==> src/rtl/tempsens_uart_host.sv <==
`default_nettype none
// ============================================================================
// Module   : tempsens_uart_host
// Purpose  : Host-side readout master for the temperature-sensor UART link.
//            Sends one 8N1 command byte on o_tx, then collects a 3-byte
//            averaged-count reply on i_rx (byte0 first) and presents it as a
//            24-bit result. Each reply start bit must arrive within
//            TIMEOUT_CLKS cycles of the host being ready for it.
// Revision : 1.0 - initial release
// ----------------------------------------------------------------------------
// Ports    : clk            system clock
//            reset          synchronous, active-high reset
//            i_start        request one readout (sampled only when idle)
//            i_rx           serial in from the sensor tx (idle high)
//            o_tx           serial out to the sensor rx (idle high)
//            o_result       last successfully assembled average, byte0=[7:0]
//            o_result_valid 1-cycle pulse when o_result updates
//            o_busy         high from accepted start until back in idle
//            o_timeout_err  1-cycle pulse on response timeout
//            o_frame_err    1-cycle pulse on bad stop bit
// ============================================================================
module tempsens_uart_host #(
  parameter int         CLK_FREQ     = 10000,
  parameter int         BAUD         = 1000,
  parameter logic [7:0] CMD_BYTE     = 8'h01,
  parameter int         TIMEOUT_CLKS = 2000
) (
  input  logic        clk,
  input  logic        reset,
  input  logic        i_start,
  input  logic        i_rx,
  output logic        o_tx,
  output logic [23:0] o_result,
  output logic        o_result_valid,
  output logic        o_busy,
  output logic        o_timeout_err,
  output logic        o_frame_err
);

  localparam int c_CLKS_PER_BIT = CLK_FREQ / BAUD;
  localparam int c_CNT_W        = $clog2(c_CLKS_PER_BIT);
  localparam int c_TMO_W        = $clog2(TIMEOUT_CLKS);

  localparam logic [c_CNT_W-1:0] c_CNT_LAST = c_CNT_W'(c_CLKS_PER_BIT - 1);
  localparam logic [c_CNT_W-1:0] c_CNT_MID  = c_CNT_W'(c_CLKS_PER_BIT / 2 - 1);
  localparam logic [c_TMO_W-1:0] c_TMO_LAST = c_TMO_W'(TIMEOUT_CLKS - 1);

  typedef enum logic [3:0] {
    S_IDLE     = 4'd0,
    S_TX_START = 4'd1,
    S_TX_DATA  = 4'd2,
    S_TX_STOP  = 4'd3,
    S_RX_WAIT  = 4'd4,
    S_RX_START = 4'd5,
    S_RX_DATA  = 4'd6,
    S_RX_STOP  = 4'd7,
    S_DONE     = 4'd8
  } state_t;

  state_t              r_state;
  state_t              w_state_nxt;
  logic                r_rx_meta;
  logic                r_rx_s;
  logic [c_CNT_W-1:0]  r_cnt;
  logic [c_TMO_W-1:0]  r_tmo;
  logic [2:0]          r_bit;
  logic [1:0]          r_idx;
  logic [7:0]          r_shift;
  logic [2:0][7:0]     r_slot;
  logic [23:0]         r_result;
  logic                r_result_valid;
  logic                r_timeout_err;
  logic                r_frame_err;

  logic w_cnt_last;
  logic w_cnt_clr;
  logic w_bit_clr;
  logic w_bit_adv;
  logic w_tmo_clr;
  logic w_tmo_inc;
  logic w_idx_clr;
  logic w_idx_inc;
  logic w_shift;
  logic w_store;
  logic w_commit;
  logic w_tmo_err;
  logic w_frm_err;

  assign w_cnt_last = (r_cnt == c_CNT_LAST);

  // ------------------------------------------------------------------------
  // State register
  // ------------------------------------------------------------------------
  always_ff @(posedge clk) begin
    if (reset) begin
      r_state <= S_IDLE;
    end else begin
      r_state <= w_state_nxt;
    end
  end

  // ------------------------------------------------------------------------
  // Next-state and datapath strobes
  // ------------------------------------------------------------------------
  always_comb begin
    w_state_nxt = r_state;
    w_cnt_clr   = 1'b0;
    w_bit_clr   = 1'b0;
    w_bit_adv   = 1'b0;
    w_tmo_clr   = 1'b0;
    w_tmo_inc   = 1'b0;
    w_idx_clr   = 1'b0;
    w_idx_inc   = 1'b0;
    w_shift     = 1'b0;
    w_store     = 1'b0;
    w_commit    = 1'b0;
    w_tmo_err   = 1'b0;
    w_frm_err   = 1'b0;

    case (r_state)
      S_IDLE: begin
        w_cnt_clr = 1'b1;
        if (i_start) begin
          w_state_nxt = S_TX_START;
        end
      end

      S_TX_START: begin
        if (w_cnt_last) begin
          w_cnt_clr   = 1'b1;
          w_bit_clr   = 1'b1;
          w_state_nxt = S_TX_DATA;
        end
      end

      S_TX_DATA: begin
        if (w_cnt_last) begin
          w_cnt_clr = 1'b1;
          if (r_bit == 3'd7) begin
            w_state_nxt = S_TX_STOP;
          end else begin
            w_bit_adv = 1'b1;
          end
        end
      end

      S_TX_STOP: begin
        if (w_cnt_last) begin
          w_cnt_clr   = 1'b1;
          w_tmo_clr   = 1'b1;
          w_idx_clr   = 1'b1;
          w_state_nxt = S_RX_WAIT;
        end
      end

      S_RX_WAIT: begin
        // Bit timer is held at zero so RX_START measures from the falling edge.
        w_cnt_clr = 1'b1;
        if (!r_rx_s) begin
          w_bit_clr   = 1'b1;
          w_state_nxt = S_RX_START;
        end else if (r_tmo == c_TMO_LAST) begin
          w_tmo_err   = 1'b1;
          w_state_nxt = S_IDLE;
        end else begin
          w_tmo_inc = 1'b1;
        end
      end

      S_RX_START: begin
        // A line already high again at mid start bit was a glitch; the
        // timeout keeps its count so glitches cannot extend the wait.
        if (r_cnt == c_CNT_MID) begin
          w_cnt_clr = 1'b1;
          if (r_rx_s) begin
            w_state_nxt = S_RX_WAIT;
          end else begin
            w_state_nxt = S_RX_DATA;
          end
        end
      end

      S_RX_DATA: begin
        if (w_cnt_last) begin
          w_cnt_clr = 1'b1;
          w_shift   = 1'b1;
          if (r_bit == 3'd7) begin
            w_state_nxt = S_RX_STOP;
          end else begin
            w_bit_adv = 1'b1;
          end
        end
      end

      S_RX_STOP: begin
        if (w_cnt_last) begin
          w_cnt_clr = 1'b1;
          if (!r_rx_s) begin
            w_frm_err   = 1'b1;
            w_state_nxt = S_IDLE;
          end else begin
            w_store = 1'b1;
            if (r_idx == 2'd2) begin
              w_state_nxt = S_DONE;
            end else begin
              w_idx_inc   = 1'b1;
              w_tmo_clr   = 1'b1;
              w_state_nxt = S_RX_WAIT;
            end
          end
        end
      end

      S_DONE: begin
        w_cnt_clr   = 1'b1;
        w_commit    = 1'b1;
        w_state_nxt = S_IDLE;
      end

      default: begin
        w_state_nxt = S_IDLE;
      end
    endcase
  end

  // ------------------------------------------------------------------------
  // Datapath: synchronizer, counters, shift register, shadow and result
  // ------------------------------------------------------------------------
  always_ff @(posedge clk) begin
    if (reset) begin
      r_rx_meta      <= 1'b1;
      r_rx_s         <= 1'b1;
      r_cnt          <= '0;
      r_tmo          <= '0;
      r_bit          <= '0;
      r_idx          <= '0;
      r_shift        <= '0;
      r_slot         <= '0;
      r_result       <= '0;
      r_result_valid <= 1'b0;
      r_timeout_err  <= 1'b0;
      r_frame_err    <= 1'b0;
    end else begin
      r_rx_meta <= i_rx;
      r_rx_s    <= r_rx_meta;

      if (w_cnt_clr) begin
        r_cnt <= '0;
      end else begin
        r_cnt <= r_cnt + 1'b1;
      end

      if (w_tmo_clr) begin
        r_tmo <= '0;
      end else if (w_tmo_inc) begin
        r_tmo <= r_tmo + 1'b1;
      end

      if (w_bit_clr) begin
        r_bit <= '0;
      end else if (w_bit_adv) begin
        r_bit <= r_bit + 1'b1;
      end

      if (w_idx_clr) begin
        r_idx <= '0;
      end else if (w_idx_inc) begin
        r_idx <= r_idx + 1'b1;
      end

      if (w_shift) begin
        r_shift <= {r_rx_s, r_shift[7:1]};
      end

      if (w_store) begin
        case (r_idx)
          2'd0:    r_slot[0] <= r_shift;
          2'd1:    r_slot[1] <= r_shift;
          default: r_slot[2] <= r_shift;
        endcase
      end

      if (w_commit) begin
        r_result <= r_slot;
      end

      // Pulses land in the first idle cycle, together with busy falling.
      r_result_valid <= w_commit;
      r_timeout_err  <= w_tmo_err;
      r_frame_err    <= w_frm_err;
    end
  end

  // ------------------------------------------------------------------------
  // Outputs
  // ------------------------------------------------------------------------
  always_comb begin
    o_tx = 1'b1;
    case (r_state)
      S_TX_START: o_tx = 1'b0;
      S_TX_DATA:  o_tx = CMD_BYTE[r_bit];
      default:    o_tx = 1'b1;
    endcase
  end

  assign o_busy         = (r_state != S_IDLE);
  assign o_result       = r_result;
  assign o_result_valid = r_result_valid;
  assign o_timeout_err  = r_timeout_err;
  assign o_frame_err    = r_frame_err;

endmodule
`default_nettype wire
==> config.mk <==
export PLATFORM = sky130hd
export DESIGN_NAME = tempsens_uart_host
export DESIGN_NICKNAME = d
export VERILOG_FILES = /design/src/rtl/tempsens_uart_host.sv
export SDC_FILE = /design/constraint.sdc
export NUM_CORES = 1
export LEC_CHECK = 0
export ABC_AREA = 1
export CAP_MARGIN = 0
export CELL_PAD_IN_SITES_DETAIL_PLACEMENT = 1
export CELL_PAD_IN_SITES_GLOBAL_PLACEMENT = 1
export CORE_ASPECT_RATIO = 0.6
export CORE_UTILIZATION = 41
export DETAILED_ROUTE_END_ITERATION = 10
export GPL_TIMING_DRIVEN = 1
export PLACE_DENSITY_LB_ADDON = 0.1
export SLEW_MARGIN = 40
export SYNTH_ARGS = -nofsm -noshare
export SYNTH_HDL_FRONTEND = slang
export SYNTH_SLANG_ARGS = --single-unit
==> constraint.sdc <==
create_clock -name clk -period 2.2 [get_ports clk]
set_clock_uncertainty 0.2 [all_clocks]
set_input_delay 0.33 -clock clk [delete_from_list [all_inputs] [get_ports clk]]
set_output_delay 0.33 -clock clk [all_outputs]
set_load 0.005 [all_outputs]
Yosys cells after proc, flatten, opt, wreduce, memory -nomap -nowiden
Memories as Yosys holds them, arrays and structs flattened. A register that Yosys moved wholly into a read port is not among the register bits.
Cells that the tools add are included.
{"block": "totals", "romBits": 8, "mem_count": 1, "word_cells": 109, "in_bits": 4, "reg_bits": 85}
{"block": "op_classes", "n_reduce_logical": 17, "n_bitwise": 5, "n_addsub": 4, "n_lt_le_gt_ge": 1, "mux": 42, "eq_ne": 24}
{"name": "(name not given)", "depth": 8, "width": 1, "rd": 1, "rd_ports_with_merged_regs": 1, "wr": 0, "line": "301", "text": "S_TX_DATA: o_tx = CMD_BYTE[r_bit];"}
{"op": "4-bit two-way mux", "n": 13}
{"op": "4-bit case mux with 8 select lines", "n": 1}
{"op": "1-bit two-way mux", "n": 21}
{"op": "4-bit by 3-bit == test with 1-bit output, second input constant", "n": 5}
{"op": "2-bit inequality test, second input constant", "n": 9}
{"op": "2-bit OR reduction", "n": 6}
{"op": "11-bit by 1-bit adder with 11-bit output, second input constant", "n": 1}
{"op": "11-bit == test, second input constant", "n": 1}
{"op": "10-bit AND reduction", "n": 1}
{"op": "3-bit OR reduction", "n": 3}
{"op": "4-bit by 2-bit == test with 1-bit output, second input constant", "n": 2}
{"op": "4-bit == test, second input constant", "n": 2}
{"op": "3-bit two-way mux", "n": 2}
{"op": "1-bit case mux with 2 select lines", "n": 3}
{"op": "2-bit AND reduction", "n": 3}
{"op": "1-bit inverter", "n": 5}
{"op": "5-bit OR reduction", "n": 1}
{"op": "4-bit by 1-bit adder with 4-bit output, second input constant", "n": 1}
{"op": "4-bit by 1-bit == test with 1-bit output, second input constant", "n": 1}
{"op": "4-bit zero test", "n": 1}
{"op": "3-bit by 4-bit less-than comparator with 1-bit output, second input constant", "n": 1}
{"op": "4-bit nonzero test", "n": 1}
{"op": "3-bit by 1-bit adder with 3-bit output, second input constant", "n": 1}
{"op": "3-bit == test, second input constant", "n": 1}
{"op": "other kinds (7)", "n": 7}

Longest topological paths before layout
{"block": "logic_depth", "depth_word": 6, "ltp_mapped": 11, "ltp_nobuf": 11}

Least setup slack after synthesis
No wires, ideal clock.
{"block": "synth_timing", "path_kind": "reg-to-reg", "from": "reg r_cnt[0]", "to": "reg r_slot[0] in the netlist's numbering", "path_slack_ns": 0.536, "synth_period_minus_slack_ns": 1.664, "arrival_time_ns": 1.348, "setup_time_ns": 0.116, "path_buffers": 0, "stages_incl_launch_ff": 9, "cell_sequence": "dfxtp_1 > ha_1 > nand3_2 > nor2_2 > nand2_4 > nor2_4 > inv_2 > nor2_1 > nor2_1"}
{"block": "synth_via", "elab_chain_len": 4}
{"element": "start: declaration", "line": "64", "text": "logic [c_CNT_W-1:0] r_cnt;"}
{"element": "start signal: assignment", "line": "250", "text": "r_cnt <= r_cnt + 1'b1;"}
{"element": "4-bit == test", "line": "89", "text": "assign w_cnt_last = (r_cnt == c_CNT_LAST);"}
{"element": "1-bit two-way mux", "line": "196", "text": "if (w_cnt_last) begin"}
{"element": "1-bit two-way mux", "line": "120", "text": "case (r_state)"}
{"element": "2-bit AND reduction (no source line)"}
{"element": "end: declaration", "line": "69", "text": "logic [2:0][7:0] r_slot;"}
No other way between the ends.
A chain may end at the register's enable or synchronous reset.

Final worst setup path
{"block": "layout_timing", "from": "reg r_state[0]", "to": "out o_busy"}
{"block": "layout_via", "elab_chain_len": 1}
{"element": "start: declaration", "line": "60", "text": "state_t r_state;"}
{"element": "start signal: assignment", "line": "98", "text": "r_state <= w_state_nxt;"}
{"element": "4-bit nonzero test", "line": "306", "text": "assign o_busy = (r_state != S_IDLE);"}
{"element": "end: declaration", "line": "35", "text": "output logic o_busy,"}
No other way between the ends.

==> flow_summary.json <==
{
  "endpoint_kind": "output pin",
  "vias_per_cell": 4.97,
  "io_pins": 33,
  "layout_commonest_cell": "nor2_1",
  "tightest_slew_ps": 486,
  "rsz0062_at_grt": "false",
  "max_cap_viol_count": 0,
  "track_usage_pct": 21.4,
  "htree_levels": 3,
  "clk_path_buf_depth": 2,
  "nets": 542,
  "firstDrtPassIters": 4,
  "synth_warnings": 0,
  "status": "complete, no violations",
  "grt_pass1_wl_um": 14800,
  "cts_tree": "done",
  "avgSynthCellArea_um2": 7.39,
  "fin_crit_sh_pct": 96.9,
  "syn_area_um2": 3590,
  "layout_common_cells": "nor2_1 (134), dfxtp_1 (84), nand2_1 (78)",
  "ys_types": 30,
  "cts_sinks": 86,
  "ys_seq_area_share_pct": 47.9,
  "grt_pass1_vias": 3048,
  "io_buffers": 32,
  "wl_per_cell_um": 14.2,
  "total_leakage_power_uw": 0.00182,
  "num_vias": 3209,
  "timing.final.max_slew_violations": 0,
  "clk_pin_slew_ps": 60,
  "relSlewSlack_pct": 67.3,
  "design_area_um2": 4370,
  "gr-total-overflow": 0,
  "worstPathRequired_ps": 1670,
  "finalWirelength_um": 9190,
  "fmax_ghz": 0.469,
  "path_max_fanout": 4,
  "post_route_cells_drive_above_1_share_pct": 9.93,
  "powerDensity_nw_per_um2": 819,
  "drt_iter0_markers": 193,
  "start_util_pct": 42.3,
  "core_um2": 8490,
  "finalSetupViolCount": 0,
  "antenna_found_initial": 0,
  "clock_latency_ps": 330,
  "hp-class": "reg2reg",
  "synth-seq-cells": 86,
  "nFillCells": 1070,
  "std_cell_rows": 26,
  "postCtsHoldBufs": 0,
  "dp_hpwl_um": 6440,
  "fp.dieH_um": 74.5,
  "min_period_ps": 2130,
  "die_w_um": 123,
  "critPathKind": "reg2out",
  "drc_errors": 0,
  "place_congestion": 0.842,
  "syn_inst": 486,
  "place_area_um2": 4070,
  "die-area_um2": 9150,
  "area_delta_synth_final_pct": 21.6,
  "cp.arrival_ps": 1600,
  "cts_buffers": 9,
  "cts-root-buf": "clkbuf_16",
  "syn_nets": 499,
  "ant_nets": 0,
  "tns_ps": 0,
  "cp-start-kind": "flop",
  "ir_worst_vdd_mv": 0.617,
  "grt_max_degree": 32,
  "antenna_cells": 0,
  "hold_violations": 0
}
## synth_stat cells
cell        n  area [µm²]
nand2_2     1        6.26
o21ai_0    56         280
nor2_2      3        18.8
nand3b_1    2        15.0
nand3_2     1        10.0
nor3_4      1        16.3
o211ai_1    1        7.51
nor3b_2     1        12.5
nor3_1      5        25.0
clkinv_2    1        5.00
dfxtp_1    86        1720
nand2_4     1        11.3
nor2_4      3        33.8
clkbuf_1    9        33.8
buf_4       2        15.0
nor2_1    137         514
nand4_1     4        25.0
nand2_1    78         293
ha_1        9         113
nand3_1    16        80.1
buf_2       2        10.0
inv_1      29         109
clkinv_4    1        8.76
nand4_4     1        21.3
xnor2_1     4        35.0
xor2_1      4        35.0
or2_2       2        12.5
inv_2       5        18.8
a21oi_1    20         100
and3_1      1        6.26
## stage by stage
| step | util [%] | instances | hold slack, ps | power, µW | setup WS (ps) |
|---|---|---|---|---|---|
| 3_3_place_gp | 47.9 | 627 | 193 | 2160 | 283 |
| 3_5_place_dp | 47.9 | 627 | 204 | 2180 | 191 |
| 2_1_floorplan | - | 486 | 189 | 1990 | 536 |
| 5_1_grt | 51.5 | 646 | 224 | 3750 | 11.6 |
| 6_report | 51.5 | 646 | 214 | 3580 | 68.8 |
| 4_1_cts | 51.4 | 646 | 218 | 3620 | 72.6 |
## cells by family after synthesis
family | Yosys count | synth area share (%)
buffers and inverters | 49 | 5.57
xor gates and xnor gates | 8 | 1.95
AOI/OAI and AO/OA | 77 | 10.8
DFF | 86 | 47.9
adders and majority gates | 9 | 3.13
and+or+nand+nor | 257 | 30.6
## power by group
group / leakage, µW / switching (µW) / total, µW / internal [µW]
Clock: 0.000132 / 599 / 1390 / 791
Sequential: 0.000695 / 44.8 / 1640 / 1600
Combinational: 0.000995 / 351 / 549 / 198
Total: 0.00182 / 995 / 3580 / 2590
## sequential cells by signal, indices dropped and copies added (netlist names), named ones only
name            count
o_frame_err         1
o_result           24
o_result_valid      1
o_timeout_err       1
r_bit               3
r_cnt               4
r_idx               2
r_rx_meta           1
r_rx_s              1
r_shift             8
r_slot             24
r_state             4
r_tmo              11
## what timing repair did
item | in CTS | in global routing
setup endpoints to repair | 1 | 1
resized for setup | 5 | 1
pin swaps | 1 | 0
setup buffers | 3 | 0
gates cloned | 0 | 0
## layer usage
metal	GRT usage, %	share of wire, %	vias to the layer above
met1	30.0	51	1510
met2	33.1	43	59
li1	-	-	1632
met3	5.06	5.1	8
met5	0	0	-
met4	5.83	0.83	0
## final cells by class
class	instances	area [µm²]	area share (%)
clock buffer	12	246	5.64
clock inverter	4	22.5	0.515
sequential	86	1720	39.5
timing repair buffer	45	417	9.53
inverter	36	141	3.24
multi-input combinational	351	1680	38.4
tap	112	140	3.21
## final timing paths
kind	from	to	slack, ps	cells after the start
worst min register to register	r_rx_meta$_SDFF_PP1_	r_rx_s$_SDFF_PP1_	210	1
worst max register to register	r_tmo[1]$_SDFFE_PP0P_	r_state[2]$_SDFFE_PP0P_	190	9
worst min-delay path	r_rx_meta$_SDFF_PP1_	r_rx_s$_SDFF_PP1_	210	1
worst max-delay path	r_state[0]$_SDFFE_PP0P_	o_busy	70	4
## worst max-delay path: stages (launching register included)
cell and delay, ps:
dfxtp_1 350, nor2_1 210, buf_4 170, nand2_1 80, clkdlybuf4s50_1 460
Note: power is estimated with default switching activity, not from simulation.
